==> config.mk <==
export PLATFORM = sky130hd
export DESIGN_NAME = iterative_shifter
export DESIGN_NICKNAME = d
export VERILOG_FILES = /design/src/rtl/shifter_pkg.sv /design/src/rtl/shift_step_1bit.sv /design/src/rtl/iterative_shifter.sv
export SDC_FILE = /design/constraint.sdc
export NUM_CORES = 1
export LEC_CHECK = 0
export BUFFER_PORTS_ARGS = -buffer_cell sky130_fd_sc_hd__buf_2
export CORE_MARGIN = 5
export CORE_UTILIZATION = 30
export CTS_BUF_LIST = sky130_fd_sc_hd__clkbuf_8
export DETAILED_ROUTE_END_ITERATION = 7
export SLEW_MARGIN = 0
export SYNTH_ARGS = -nofsm -noshare
export SYNTH_HDL_FRONTEND = slang
export SYNTH_HIERARCHICAL = 1
export SYNTH_SLANG_ARGS = --single-unit
export TNS_END_PERCENT = 50
==> constraint.sdc <==
create_clock -name clk -period 1.9 [get_ports clk]
set_input_delay 0.19 -clock clk [delete_from_list [all_inputs] [get_ports clk]]
set_output_delay 0.19 -clock clk [all_outputs]
set_load 0.1 [all_outputs]
==> src/rtl/shifter_pkg.sv <==
// Shared encodings for the iterative shifter: operation modes and FSM states.
package shifter_pkg;

    localparam logic [1:0] MODE_SRL = 2'b00;
    localparam logic [1:0] MODE_SLL = 2'b01;
    localparam logic [1:0] MODE_SRA = 2'b10;
    localparam logic [1:0] MODE_ROR = 2'b11;

    typedef enum logic [1:0] {
        ST_IDLE  = 2'b00,
        ST_SHIFT = 2'b01,
        ST_DONE  = 2'b10
    } state_e;

endpackage

==> src/rtl/shift_step_1bit.sv <==
// One 1-bit shift/rotate step, purely combinational (zero latency, no handshake).
// out_bit_o is the bit that leaves the word on this step.
module shift_step_1bit
    import shifter_pkg::*;
#(
    parameter int WIDTH = 32
) (
    input  logic [WIDTH-1:0] data_i,
    input  logic [1:0]       mode_i,
    output logic [WIDTH-1:0] data_o,
    output logic             out_bit_o
);

    always_comb begin
        data_o    = data_i;
        out_bit_o = 1'b0;
        case (mode_i)
            MODE_SRL: begin
                data_o    = {1'b0, data_i[WIDTH-1:1]};
                out_bit_o = data_i[0];
            end
            MODE_SLL: begin
                data_o    = {data_i[WIDTH-2:0], 1'b0};
                out_bit_o = data_i[WIDTH-1];
            end
            MODE_SRA: begin
                data_o    = {data_i[WIDTH-1], data_i[WIDTH-1:1]};
                out_bit_o = data_i[0];
            end
            default: begin
                data_o    = {data_i[0], data_i[WIDTH-1:1]};
                out_bit_o = data_i[0];
            end
        endcase
    end

endmodule

==> src/rtl/iterative_shifter.sv <==
// Multi-cycle shifter, one bit per clock; done pulses n+1 clocks after the accepting edge.
// start is only taken in IDLE; requests while busy are dropped, not queued.
module iterative_shifter
    import shifter_pkg::*;
#(
    parameter int WIDTH = 32,
    parameter int AMT_W = 32,
    parameter int CNT_W = $clog2(WIDTH) + 1
) (
    input  logic             clk,
    input  logic             rst,
    input  logic             start,
    input  logic [1:0]       mode,
    input  logic [WIDTH-1:0] X,
    input  logic [AMT_W-1:0] Y,
    output logic [WIDTH-1:0] Z,
    output logic             carry,
    output logic             zero,
    output logic             busy,
    output logic             done
);

    localparam int LOG2W = $clog2(WIDTH);

    state_e           state_q, state_d;
    logic [CNT_W-1:0] cnt_q, cnt_d;
    logic [WIDTH-1:0] data_q, data_d;
    logic [1:0]       mode_q, mode_d;
    logic             carry_q, carry_d;
    logic             zero_q, zero_d;

    logic [WIDTH-1:0] step_data;
    logic             step_bit;
    logic [CNT_W-1:0] n_amt;

    shift_step_1bit #(.WIDTH(WIDTH)) u_step (
        .data_i    (data_q),
        .mode_i    (mode_q),
        .data_o    (step_data),
        .out_bit_o (step_bit)
    );

    // Full-width compare so huge amounts clamp to WIDTH instead of wrapping the counter.
    always_comb begin
        if (mode == MODE_ROR) begin
            n_amt = CNT_W'(Y[LOG2W-1:0]);
        end else if (Y >= AMT_W'(WIDTH)) begin
            n_amt = CNT_W'(WIDTH);
        end else begin
            n_amt = Y[CNT_W-1:0];
        end
    end

    always_comb begin
        state_d = state_q;
        cnt_d   = cnt_q;
        data_d  = data_q;
        mode_d  = mode_q;
        carry_d = carry_q;
        zero_d  = zero_q;
        case (state_q)
            ST_IDLE: begin
                if (start) begin
                    data_d  = X;
                    mode_d  = mode;
                    carry_d = 1'b0;
                    cnt_d   = n_amt;
                    if (n_amt == '0) begin
                        state_d = ST_DONE;
                        zero_d  = (X == '0);
                    end else begin
                        state_d = ST_SHIFT;
                        zero_d  = 1'b0;
                    end
                end
            end
            ST_SHIFT: begin
                data_d  = step_data;
                carry_d = step_bit;
                cnt_d   = cnt_q - CNT_W'(1);
                if (cnt_q == CNT_W'(1)) begin
                    state_d = ST_DONE;
                    zero_d  = (step_data == '0);
                end
            end
            ST_DONE: begin
                state_d = ST_IDLE;
            end
            default: begin
                state_d = ST_IDLE;
            end
        endcase
    end

    always_ff @(posedge clk) begin
        if (rst) begin
            state_q <= ST_IDLE;
            cnt_q   <= '0;
            data_q  <= '0;
            mode_q  <= MODE_SRL;
            carry_q <= 1'b0;
            zero_q  <= 1'b0;
        end else begin
            state_q <= state_d;
            cnt_q   <= cnt_d;
            data_q  <= data_d;
            mode_q  <= mode_d;
            carry_q <= carry_d;
            zero_q  <= zero_d;
        end
    end

    assign Z     = data_q;
    assign carry = carry_q;
    assign zero  = zero_q;
    assign busy  = (state_q != ST_IDLE);
    assign done  = (state_q == ST_DONE);

endmodule

==> flow_metrics.py <==
metrics = {
    "layout": {
        "layout-drive-gt1-share_pct": 46.6,
        "fill_cells": 885,
        "most-common-layout-cells": "104 x sky130_fd_sc_hd__buf_2, 41 x sky130_fd_sc_hd__dfxtp_1, 40 x sky130_fd_sc_hd__a21oi_1, 39 x sky130_fd_sc_hd__nand2_1, 29 x sky130_fd_sc_hd__a22oi_1",
        "layout-area-overhead-vs-synth_pct": 35.9,
        "final_common_cell": "sky130_fd_sc_hd__buf_2",
        "instances_no_fill": 522,
        "number_of_nets_at_the_end_of_the_flow": 484,
        "num_antenna_cells": 0,
        "finish.utilization_pct": 41.6,
    },
    "synth": {
        "synth_mux_area_share_pct": 17.9,
        "synthesis.instances": 299,
        "yosys.area_share.xor_xnor_pct": 0,
        "synth_top_family_by_area": "simple AND/OR/NAND/NOR gates",
        "synth-async-reset-ratio_pct": 0,
        "post_synth.cell_area_avg_um2": 8.89,
        "synth_largest_type_area_fraction_pct": 33.1,
        "synthesis.nets": 370,
        "yosysWarnings": 6,
        "synth_fa_ha_area_share_pct": 0.942,
        "synth_area_mm2": 0.00266,
        "yosysUniqueCellTypes": 42,
        "yosysTopAreaCell": "sky130_fd_sc_hd__dfxtp_1",
        "synth-main-ff-cell": "sky130_fd_sc_hd__dfxtp_1",
        "synth.top_cells.by_area": "sky130_fd_sc_hd__dfxtp_1 33%, sky130_fd_sc_hd__mux2_4 16%, sky130_fd_sc_hd__a22oi_1 8.2%",
        "synth-compound-area-share_pct": 19.4,
        "synth_enable_flop_cells": 0,
        "synth-simple-area-share_pct": 22.9,
        "yosys_register_bits": 44,
        "synth.yosys.seq_area_share_pct": 33.1,
    },
    "clock_network": {
        "tritoncts_num_sinks": 44,
        "clock_latency_ps": 300,
        "cts_buffers": 5,
        "cts.hold.buffers_added": 0,
        "clk_path_buf_depth": 2,
        "cts.clk_slew.worst_paths_ps": 90,
        "tritoncts": "done",
        "cts_max_level": 2,
        "ctsRootBufferMaster": "sky130_fd_sc_hd__clkbuf_8",
    },
    "critical_path": {
        "worstSetupPathType": "reg -> reg",
        "critical_path.slowest_cell": "sky130_fd_sc_hd__dfxtp_2",
        "crit_chain": "nor2b_4, buf_6, buf_16, mux2_4, nor4_4, nand2_1, nor2_2, a41oi_2, a221oi_2",
        "crit_path_end_kind": "register",
        "critical_path.startpoint_type": "register",
        "largest_fanout_of_any_net_on_the_critical_path": 5,
        "r2r_slack_ps": -140,
        "arrival_ps": 2260,
        "cp.required_ps": 2120,
        "critical-path-max-stage-delay_ps": 330,
    },
    "detailed_routing": {
        "routed_via_density": 5.24,
        "antenna_left": 0,
        "drt_iter0_drc": 140,
        "drcViolationCount": 0,
        "vias": 2737,
        "routed_wirelength_normalized_by_instance_count_um": 16.3,
        "drt_first_pass_iters": 5,
        "route.final.wire_length_um": 8490,
    },
    "timing": {
        "rsz0062_at_grt": "true",
        "final-max-slew-violation-count": 0,
        "setup_viol": 1,
        "setup-tns-final_ps": -138,
        "max_clock_freq_mhz": 491,
        "portion_of_the_clock_cycle_consumed_by_the_worst_path_in_the_final_layout_pct": 107,
        "final_critical_path_setup_slack_ps": -138,
        "finalHoldViolations": 0,
        "worst_clock_skew_ps": 8.93,
        "period_needed_ps": 2040,
        "tightest_slew_ps": 535,
        "max-slew-margin-rel_pct": 64.3,
    },
    "status": {
        "violations_in_the_final_reports": "negative setup slack",
        "run_status": "finished, violations left",
    },
    "pwr": {
        "vdd.ir_drop.worst_mv": 0.604,
        "cellPowerDensity_mw_per_mm2": 1070,
        "total_power_mw": 3.88,
        "power.leakage_nw": 1.54,
    },
    "run": {
        "max_cap_violations": 0,
    },
    "floorplan": {
        "die_area_mm2": 0.0108,
        "core_area_mm2": 0.00868,
        "i_o_pin_count": 105,
        "fp-row-count": 34,
        "die_h_um": 104,
        "initial_utilization_pct": 30.6,
        "die_width_um": 104,
    },
    "place": {
        "hpwlAfterDp_um": 6700,
        "place_congestion": 0.870,
        "io_buffers": 104,
        "pre_cts_slack_ps": -242,
        "dp.cells": 508,
    },
    "hold_path": {
        "hold_path.class": "in -> reg",
    },
    "global_route": {
        "grt_pass1_wl_um": 13900,
        "grt_pass1_vias": 2726,
        "grt_start_max_net_pins": 29,
        "overflow": 0,
        "grt_util_all_layers_pct": 15.3,
        "antenna_found_initial": 0,
    },
}
[sequential cells by signal, summed over array words and instances, names as in the netlist]
signal / flops
carry: 1
state_q: 2
mode_q: 2
cnt_q: 6
zero: 1
Z: 32
[final cells by class]
type | count | area (um^2) | area share [%]
Sequential cell | 44 | 885 | 24.5
Multi-Input combinational cell | 231 | 1720 | 47.6
Timing Repair Buffer | 128 | 762 | 21.1
Tap cell | 108 | 135 | 3.74
Clock buffer | 6 | 82.6 | 2.29
Inverter | 3 | 11.3 | 0.312
Clock inverter | 2 | 15.0 | 0.416
[cell families after synthesis]
family	Yosys count
muxes	33
and+or+nand+nor	117
buffers and inverters	24
adders and majority gates	2
AOI/OAI and AO/OA	79
DFF	44
[where the power goes]
group | internal, mW | switching [mW]
Clock | 0.295 | 0.343
Sequential | 1.06 | 0.153
Combinational | 0.646 | 1.38
Total | 2.00 | 1.88
[worst max-delay path, delay by kind of cell, from the launching register on]
family	cells	cell delay, ps
and+or+nand+nor	4	730
DFF	1	330
AOI/OAI and AO/OA	2	330
muxes	1	320
buffers and inverters	2	250
[metal layers]
layer,vias up,part of all wire [%],global-route usage (%)
met2,101,47,24.5
met4,0,1.9,5.09
li1,1343,-,-
met5,-,0,0
met3,8,5.9,3.10
met1,1285,45,20.6
[through the flow]
stage,hold WS (ps),cell area (um^2)
after detailed placement,462,3340
after CTS,146,3590
final,144,3610
after global routing,148,3610
after floorplan,326,2660
after global placement,453,3340
[Yosys cell counts (2+ instances only)]
library cell	count
sky130_fd_sc_hd__a21oi_1	40
sky130_fd_sc_hd__a22oi_1	29
sky130_fd_sc_hd__buf_12	2
sky130_fd_sc_hd__buf_2	6
sky130_fd_sc_hd__clkbuf_1	10
sky130_fd_sc_hd__dfxtp_1	44
sky130_fd_sc_hd__ha_1	2
sky130_fd_sc_hd__inv_1	3
sky130_fd_sc_hd__mux2_2	4
sky130_fd_sc_hd__mux2_4	28
sky130_fd_sc_hd__nand2_1	39
sky130_fd_sc_hd__nand3_1	5
sky130_fd_sc_hd__nand4_1	3
sky130_fd_sc_hd__nor2_1	22
sky130_fd_sc_hd__nor2b_1	3
sky130_fd_sc_hd__nor3_1	7
sky130_fd_sc_hd__nor4_1	26
sky130_fd_sc_hd__or4_1	2
[path summary, 6_finish.rpt]
path,start,to,cells past startpoint
max,mode_q[0]$_SDFFE_PP0P_,zero$_SDFFE_PP0P_,9
min,mode[0],mode_q[0]$_SDFFE_PP0P_,3
min reg2reg,carry$_SDFFE_PP0P_,carry$_SDFFE_PP0P_,2
max reg2reg,mode_q[0]$_SDFFE_PP0P_,zero$_SDFFE_PP0P_,9
[repair_timing]
item,CTS,global route
setup endpoints to repair,1,1
gates resized for setup,16,3
buffers inserted,5,0
cloned,1,0
pin swaps,4,6
Power figures use the tool's default switching activity.
